File: src/rtl/spi_pkg.sv
// Shared constants for the SPI responder: bus mode, FSM encoding and master timing limits.
package spi_pkg;

    localparam logic SPI_CPOL = 1'b0;
    localparam logic SPI_CPHA = 1'b0;

    localparam logic [1:0] ST_IDLE  = 2'd0;
    localparam logic [1:0] ST_LOAD  = 2'd1;
    localparam logic [1:0] ST_SHIFT = 2'd2;

    // SYS_CLK periods the master must leave between CSbar fall and the first SCK rise
    localparam int MIN_CS_SETUP = 5;

    function automatic int cnt_width(input int bits);
        return $clog2(bits + 1);
    endfunction

endpackage

File: src/rtl/spi_slave_device_if.sv
// Pin-level and parallel-side signals of the SPI responder, grouped as one bundle.
interface spi_slave_device_if #(
    parameter int BITS = 16
);

    logic            SCK;
    logic            CSbar;
    logic            MOSI;
    logic            MISO;
    logic            MISO_OE;
    logic [BITS-1:0] DATA_MISO;
    logic            TX_VALID;
    logic            TX_READY;
    logic [BITS-1:0] DATA_MOSI;
    logic            FIN;
    logic            BUSY;
    logic            FRAME_ERR;
    logic            UNDERRUN;

    modport slave (
        input  SCK, CSbar, MOSI, DATA_MISO, TX_VALID,
        output MISO, MISO_OE, TX_READY, DATA_MOSI, FIN, BUSY, FRAME_ERR, UNDERRUN
    );

    modport master (
        output SCK, CSbar, MOSI, DATA_MISO, TX_VALID,
        input  MISO, MISO_OE, TX_READY, DATA_MOSI, FIN, BUSY, FRAME_ERR, UNDERRUN
    );

endinterface

File: src/rtl/sync_edge.sv
// Two-flop synchroniser for an asynchronous pin plus a third stage for edge detection.
module sync_edge #(
    parameter logic RST_VAL = 1'b0
) (
    input  logic SYS_CLK,
    input  logic reset,
    input  logic pin_in,
    output logic level,
    output logic rise,
    output logic fall
);

    logic [2:0] sync_q;
    logic [2:0] sync_d;

    always_comb begin
        sync_d = {sync_q[1:0], pin_in};
    end

    always_ff @(posedge SYS_CLK or posedge reset) begin
        if (reset) begin
            sync_q <= {3{RST_VAL}};
        end else begin
            sync_q <= sync_d;
        end
    end

    assign level = sync_q[1];
    assign rise  = sync_q[1] & ~sync_q[2];
    assign fall  = ~sync_q[1] & sync_q[2];

endmodule

File: src/rtl/spi_slave_device.sv
// SPI mode-0 responder: oversamples SCK/CSbar/MOSI in SYS_CLK and streams words both ways.
//   state    | meaning
//   IDLE     | CSbar high, MISO tri-stated, waiting for CSbar fall
//   LOAD     | one cycle: fetch first word (or IDLE_WORD) and drive its MSB
//   SHIFT    | frame active: sample MOSI on SCK rise, advance MISO on SCK fall
module spi_slave_device
    import spi_pkg::*;
#(
    parameter int              BITS      = 16,
    parameter logic [BITS-1:0] IDLE_WORD = '0
) (
    input logic               SYS_CLK,
    input logic               reset,
    spi_slave_device_if.slave sif
);

    localparam int              CNT_W          = cnt_width(BITS);
    localparam logic [CNT_W-1:0] LAST_BIT      = CNT_W'(BITS - 1);
    localparam logic            SAMPLE_ON_RISE = (SPI_CPOL == SPI_CPHA);

    logic sck_rise, sck_fall, sck_lvl_unused;
    logic cs_rise, cs_fall, cs_lvl_unused;
    logic mosi_lvl, mosi_rise_unused, mosi_fall_unused;

    sync_edge #(.RST_VAL(SPI_CPOL)) u_sync_sck (
        .SYS_CLK (SYS_CLK),
        .reset   (reset),
        .pin_in  (sif.SCK),
        .level   (sck_lvl_unused),
        .rise    (sck_rise),
        .fall    (sck_fall)
    );

    sync_edge #(.RST_VAL(1'b1)) u_sync_cs (
        .SYS_CLK (SYS_CLK),
        .reset   (reset),
        .pin_in  (sif.CSbar),
        .level   (cs_lvl_unused),
        .rise    (cs_rise),
        .fall    (cs_fall)
    );

    sync_edge #(.RST_VAL(1'b0)) u_sync_mosi (
        .SYS_CLK (SYS_CLK),
        .reset   (reset),
        .pin_in  (sif.MOSI),
        .level   (mosi_lvl),
        .rise    (mosi_rise_unused),
        .fall    (mosi_fall_unused)
    );

    logic sample_evt, drive_evt;
    assign sample_evt = SAMPLE_ON_RISE ? sck_rise : sck_fall;
    assign drive_evt  = SAMPLE_ON_RISE ? sck_fall : sck_rise;

    logic [1:0]       state_q, state_d;
    logic [CNT_W-1:0] bit_cnt_q, bit_cnt_d;
    logic [BITS-2:0]  shift_in_q, shift_in_d;
    // MSB of the outgoing word lives in miso_q; shift_out_q holds the bits still to send
    logic [BITS-2:0]  shift_out_q, shift_out_d;
    logic             miso_q, miso_d;
    logic             miso_oe_q, miso_oe_d;
    logic [BITS-1:0]  data_mosi_q, data_mosi_d;
    logic             fin_q, fin_d;
    logic             busy_q, busy_d;
    logic             frame_err_q, frame_err_d;
    logic             underrun_q, underrun_d;
    logic             armed_q, armed_d;

    logic             do_load;
    logic             tx_ready;
    logic [BITS-1:0]  load_word;
    logic [BITS-1:0]  rx_word;

    assign load_word = sif.TX_VALID ? sif.DATA_MISO : IDLE_WORD;
    assign rx_word   = {shift_in_q, mosi_lvl};

    always_comb begin
        state_d     = state_q;
        bit_cnt_d   = bit_cnt_q;
        shift_in_d  = shift_in_q;
        shift_out_d = shift_out_q;
        miso_d      = miso_q;
        miso_oe_d   = miso_oe_q;
        data_mosi_d = data_mosi_q;
        fin_d       = 1'b0;
        busy_d      = busy_q;
        frame_err_d = frame_err_q;
        underrun_d  = underrun_q;
        armed_d     = armed_q;
        do_load     = 1'b0;
        tx_ready    = 1'b0;

        case (state_q)
            ST_IDLE: begin
                miso_oe_d = 1'b0;
                busy_d    = 1'b0;
                if (cs_fall) begin
                    state_d     = ST_LOAD;
                    frame_err_d = 1'b0;
                    underrun_d  = 1'b0;
                end
            end

            ST_LOAD: begin
                do_load   = 1'b1;
                miso_oe_d = 1'b1;
                busy_d    = 1'b1;
                bit_cnt_d = '0;
                armed_d   = 1'b0;
                state_d   = ST_SHIFT;
                if (cs_rise) begin
                    state_d   = ST_IDLE;
                    miso_oe_d = 1'b0;
                    busy_d    = 1'b0;
                end
            end

            ST_SHIFT: begin
                if (sample_evt) begin
                    shift_in_d = rx_word[BITS-2:0];
                    if (bit_cnt_q == LAST_BIT) begin
                        data_mosi_d = rx_word;
                        fin_d       = 1'b1;
                        bit_cnt_d   = '0;
                        armed_d     = 1'b1;
                    end else begin
                        bit_cnt_d = bit_cnt_q + 1'b1;
                    end
                end
                // A same-cycle final-bit rise completes the word before CSbar ends the frame
                if (cs_rise) begin
                    state_d   = ST_IDLE;
                    miso_oe_d = 1'b0;
                    busy_d    = 1'b0;
                    armed_d   = 1'b0;
                    if (bit_cnt_d != '0) begin
                        frame_err_d = 1'b1;
                    end
                end else if (drive_evt) begin
                    if (armed_q) begin
                        do_load = 1'b1;
                        armed_d = 1'b0;
                    end else begin
                        miso_d      = shift_out_q[BITS-2];
                        shift_out_d = shift_out_q << 1;
                    end
                end
            end

            default: begin
                state_d = ST_IDLE;
            end
        endcase

        if (do_load) begin
            shift_out_d = load_word[BITS-2:0];
            miso_d      = load_word[BITS-1];
            if (sif.TX_VALID) begin
                tx_ready = 1'b1;
            end else begin
                underrun_d = 1'b1;
            end
        end
    end

    always_ff @(posedge SYS_CLK or posedge reset) begin
        if (reset) begin
            state_q     <= ST_IDLE;
            bit_cnt_q   <= '0;
            shift_in_q  <= '0;
            shift_out_q <= '0;
            miso_q      <= 1'b0;
            miso_oe_q   <= 1'b0;
            data_mosi_q <= '0;
            fin_q       <= 1'b0;
            busy_q      <= 1'b0;
            frame_err_q <= 1'b0;
            underrun_q  <= 1'b0;
            armed_q     <= 1'b0;
        end else begin
            state_q     <= state_d;
            bit_cnt_q   <= bit_cnt_d;
            shift_in_q  <= shift_in_d;
            shift_out_q <= shift_out_d;
            miso_q      <= miso_d;
            miso_oe_q   <= miso_oe_d;
            data_mosi_q <= data_mosi_d;
            fin_q       <= fin_d;
            busy_q      <= busy_d;
            frame_err_q <= frame_err_d;
            underrun_q  <= underrun_d;
            armed_q     <= armed_d;
        end
    end

    assign sif.MISO      = miso_q;
    assign sif.MISO_OE   = miso_oe_q;
    assign sif.TX_READY  = tx_ready;
    assign sif.DATA_MOSI = data_mosi_q;
    assign sif.FIN       = fin_q;
    assign sif.BUSY      = busy_q;
    assign sif.FRAME_ERR = frame_err_q;
    assign sif.UNDERRUN  = underrun_q;

endmodule
File: src/flat_wrapper.sv
// flat-port wrapper written by rule: the top's interface ports become plain ports
module spi_slave_device_flat import spi_pkg::*;
#(
    parameter int              BITS      = 16,
    parameter logic [BITS-1:0] IDLE_WORD = '0
)
  (SYS_CLK, reset, sif_SCK, sif_CSbar, sif_MOSI, sif_DATA_MISO, sif_TX_VALID, sif_MISO, sif_MISO_OE, sif_TX_READY, sif_DATA_MOSI, sif_FIN, sif_BUSY, sif_FRAME_ERR, sif_UNDERRUN);
  spi_slave_device_if #(.BITS(BITS)) sif_i ();
  input logic SYS_CLK;
  input logic reset;
  input wire logic [$bits(sif_i.SCK)-1:0] sif_SCK;
  input wire logic [$bits(sif_i.CSbar)-1:0] sif_CSbar;
  input wire logic [$bits(sif_i.MOSI)-1:0] sif_MOSI;
  input wire logic [$bits(sif_i.DATA_MISO)-1:0] sif_DATA_MISO;
  input wire logic [$bits(sif_i.TX_VALID)-1:0] sif_TX_VALID;
  output wire logic [$bits(sif_i.MISO)-1:0] sif_MISO;
  output wire logic [$bits(sif_i.MISO_OE)-1:0] sif_MISO_OE;
  output wire logic [$bits(sif_i.TX_READY)-1:0] sif_TX_READY;
  output wire logic [$bits(sif_i.DATA_MOSI)-1:0] sif_DATA_MOSI;
  output wire logic [$bits(sif_i.FIN)-1:0] sif_FIN;
  output wire logic [$bits(sif_i.BUSY)-1:0] sif_BUSY;
  output wire logic [$bits(sif_i.FRAME_ERR)-1:0] sif_FRAME_ERR;
  output wire logic [$bits(sif_i.UNDERRUN)-1:0] sif_UNDERRUN;
  assign sif_i.SCK = sif_SCK;
  assign sif_i.CSbar = sif_CSbar;
  assign sif_i.MOSI = sif_MOSI;
  assign sif_i.DATA_MISO = sif_DATA_MISO;
  assign sif_i.TX_VALID = sif_TX_VALID;
  assign sif_MISO = sif_i.MISO;
  assign sif_MISO_OE = sif_i.MISO_OE;
  assign sif_TX_READY = sif_i.TX_READY;
  assign sif_DATA_MOSI = sif_i.DATA_MOSI;
  assign sif_FIN = sif_i.FIN;
  assign sif_BUSY = sif_i.BUSY;
  assign sif_FRAME_ERR = sif_i.FRAME_ERR;
  assign sif_UNDERRUN = sif_i.UNDERRUN;
  spi_slave_device #(.BITS(BITS), .IDLE_WORD(IDLE_WORD)) u_core (.SYS_CLK(SYS_CLK), .reset(reset), .sif(sif_i));
endmodule
File: config.mk
export PLATFORM = sky130hd
export DESIGN_NAME = spi_slave_device_flat
export DESIGN_NICKNAME = d
export VERILOG_FILES = /design/src/rtl/spi_pkg.sv /design/src/rtl/spi_slave_device_if.sv /design/src/rtl/sync_edge.sv /design/src/rtl/spi_slave_device.sv /design/src/flat_wrapper.sv
export SDC_FILE = /design/constraint.sdc
export NUM_CORES = 1
export LEC_CHECK = 0
export ABC_AREA = 1
export ABC_CLOCK_PERIOD_IN_PS = 2700
export BUFFER_PORTS_ARGS = -buffer_cell sky130_fd_sc_hd__buf_4
export CORE_UTILIZATION = 45
export CTS_CLUSTER_SIZE = 10
export DETAILED_ROUTE_END_ITERATION = 8
export PLACE_DENSITY = 0.63
export RECOVER_POWER = 100
export SLEW_MARGIN = 40
export SYNTH_ARGS = -nofsm -noshare
export SYNTH_HDL_FRONTEND = slang
export SYNTH_SLANG_ARGS = --single-unit
export TNS_END_PERCENT = 30
File: constraint.sdc
create_clock -name SYS_CLK -period 2.7 [get_ports SYS_CLK]
set_input_delay 0.135 -clock SYS_CLK [delete_from_list [all_inputs] [get_ports SYS_CLK]]
set_output_delay 0.135 -clock SYS_CLK [all_outputs]
set_load 0.03 [all_outputs]
==> metrics.md <==
| Metric | Value |
|---|---|
| DR vias/cell | `4.946` |
| Chip Width | `82.56 um` |
| Arrival time worst endpoint | `2260 ps` |
| Final Non-Filler Cells | `444` |
| Layout area overhead | `16.20%` |
| Setup Buffers After CTS | `0` |
| Sequential cell area | `1680 um2` |
| First-pass GRT wire length | `9597 um` |
| Commonest cells in the synthesized netlist | `nand2_1 (69), dfrtp_1 (64), inv_1 (33)` |
| Die Y | `82.56 um` |
| Worst min path class | `in2reg` |
| Slew headroom | `0.1849` |
| Worst-path cell chain | `inv_1, ha_1, nand2_1, nor2_4, o21ai_4, nor2_8, buf_4` |
| Yosys warning count | `0` |
| Post-route cell area | `3393 um2` |
| Number of global-route vias before repair | `2119` |
| Post-cts sizing count | `0` |
| Setup Viol. Count Final | `0` |
| Syn nets | `340` |
| Outcome | `finished clean` |
| Seq/Total Area, Yosys | `0.5754` |
| Met3 WL post-DR | `210 um` |
| CP endpoint kind | `output pin` |
| DIE AREA | `6815 um2` |
| Max Fclk | `418.4 MHz` |
| Crit path from | `u_core.state_q[0]$_DFFE_PP0P_` |
| Power density over the cells | `784.1 nW/um2` |
| Synth unique cells | `29` |
| Top-count cell post-synth | `nand2_1` |
| Top_reg_cell synth | `dfrtp_1` |
| Slowest CP cell | `dfrtp_1` |
| Top cells by area, synth | `dfrtp_1 (55%), nand2_1 (8.9%), o21ai_0 (5.5%)` |
| Clk buf depth | `2` |
| Fin. max-slew vios | `0` |
| Worst Tran Pin Value | `1221 ps` |
| GR Overflow Total | `0` |
| Buffers on Ports | `44` |
| Rows | `28` |
| Fill count | `592` |
| Required @ worst endpoint | `2570 ps` |
| Period minus WS final | `2390 ps` |
| Post-DR wirelength/cell | `12.45 um` |
| Antenna cells | `0` |
| Routed WL | `5527 um` |
| Residual DRC | `0` |
| Slowest Stage Delay on Critical Path | `400 ps` |
| Fraction of registers with async set/reset | `1.000` |
| CP Launch Type | `flop` |
| Final #Nets | `391` |
| CTS Buf Count | `9` |
| Clock Latency Late Sink | `330 ps` |
| Share of the synthesized area in the top cell type | `0.5484` |
| Largest net degree at the start of global routing | `34` |
| Hold Startpoint | `sif_DATA_MISO[4]` |
| Clock slew seen by the registers of the worst setup and hold paths | `70 ps` |
| Wl on met1 | `2654 um` |
| Dpl cell area | `3276 um2` |
| Setup Skew | `5.724 ps` |
| Static leakage | `0.001524 uW` |
| Finished Core Util | `0.5567` |
| Max-cap violations | `0` |
| Tot GR Track Use | `0.1901` |
| CTS root buf | `clkbuf_8` |
| CTS tree | `built` |
| Max FO, Critical Path | `19` |
| Hold Fails Final Rpt | `0` |
| Post-synth design cell area | `2920 um2` |
| GPL Wtd Cong | `0.7635` |
| DRT Pass-1 Iters | `6` |
| EDFF count, synth | `0` |
| Iter 0 DRT Violations | `176` |
| DP Wirelength | `3816 um` |
| Yosys reg bits | `67` |
| Share of cells above drive strength 1 | `0.1382` |
| Initial antenna violation count | `0` |
| Detail Route Antenna Nets | `0` |
| Cells after Synth | `313` |
| Cell taking the most area after synthesis | `dfrtp_1` |
| RSZ-0062 raised after global routing | `false` |
| Vias | `2196` |
| Core footprint | `6096 um2` |
| Detail Route met2 WL | `2551 um` |
| Top layer in use | `met4` |
| Multi-input gate area | `994.7 um2` |
| Total negative slack | `0 ps` |
| Synthesized area per cell | `9.330 um2` |
| Critical path class | `reg2out` |
| FF-to-FF Start | `u_core.state_q[0]$_DFFE_PP0P_` |
| Period Utilization, post-route | `0.8852` |
| Worst vdd ir | `0.4152 mV` |
| # H-tree levels | `3` |
| # IOs | `45` |
| Hold-fix buffers, CTS | `6` |
| Placed cell count | `422` |
| Initial Utilization | `0.4791` |
| # clock sinks | `67` |
## metrics by stage
step | hold WS (ps) | setup slack [ps] | total power, uW
4_1_cts | 36.71 | 351.2 | 2743
2_1_floorplan | 139.5 | 886.8 | 1838
6_report | 48.67 | 309.8 | 2661
3_3_place_gp | 244.8 | 726.9 | 1978
3_5_place_dp | 245.6 | 634.6 | 2002
5_1_grt | 50.24 | 123.6 | 2855
## power by group
part           switching, uW  total [uW]  internal [uW]
sequential               104        1290           1190
combinational            417         648            231
clock                    360         721            361
## layout make-up
cell class                      instances  area share
Clock inverter                          3    0.007006
Timing Repair Buffer                   53     0.09440
Multi-Input combinational cell        198      0.2931
Sequential cell                        67      0.4952
Tap cell                               75     0.02765
Inverter                               35     0.03872
Clock buffer                           13     0.04388
## registers in the layout (all words and copies together) (netlist names), 2 cells and up
signal / flops
u_core.state_q: 2
u_core.u_sync_sck.sync_q: 3
u_core.u_sync_cs.sync_q: 3
u_core.shift_in_q: 15
u_core.shift_out_q: 15
u_core.bit_cnt_q: 5
u_core.sif.DATA_MOSI: 16
u_core.u_sync_mosi.sync_q: 2
## layer usage
layer | up-vias | track usage
met4 | 0 | 0.08793
met5 | - | 0
met3 | 13 | 0.03846
met2 | 41 | 0.3017
met1 | 1033 | 0.2504
li1 | 1109 | -
## cells by family (layout without fill, tap and decap cells)
kind of cell,after synthesis,in the layout,share of synthesized area
adder cells (fa/ha/maj),5,5,0.02142
buffers and inverters,48,104,0.07626
AND/OR/NAND/NOR,115,115,0.1821
flip-flops,67,67,0.5754
AO/OA/AOI/OAI,78,78,0.1448
## worst max-delay path: cells and delay by family (launching register included)
| kind | cells | cell delay [ps] |
|---|---|---|
| simple gates | 3 | 660 |
| flops | 1 | 400 |
| fa+ha+maj | 1 | 370 |
| buf+inv | 2 | 330 |
| compound gates | 1 | 170 |
## placed cells by master, fill, tap and decap left out, drive strengths merged
cell type,count
nor2,31
o22ai,5
dfrtp,64
clkinv,1
a31oi,1
nand4,3
buf,18
clkinvlp,2
nand2,73
o21ai,54
ha,5
o21bai,1
dfstp,3
inv,35
a21oi,17
nand3,7
dlygate4sd3,6
clkbuf,42
nand3b,1
## final timing paths
| path | endpoint | cells past startpoint | slack, ps |
|---|---|---|---|
| max in group asynchronous | u_core.bit_cnt_q[4]$_DFFE_PP0N_ | 4 | 760 |
| min reg2reg | u_core.u_sync_mosi.sync_q[1]$_DFF_PP0_ | 0 | 350 |
| max reg2reg | u_core.shift_in_q[12]$_DFFE_PP0P_ | 6 | 430 |
| max | sif_TX_READY | 7 | 310 |
| min | u_core.shift_out_q[4]$_DFFE_PP0P_ | 3 | 50 |
| min in group asynchronous | u_core.shift_out_q[6]$_DFFE_PP0P_ | 3 | 700 |
(Power assumes the default switching activity.)
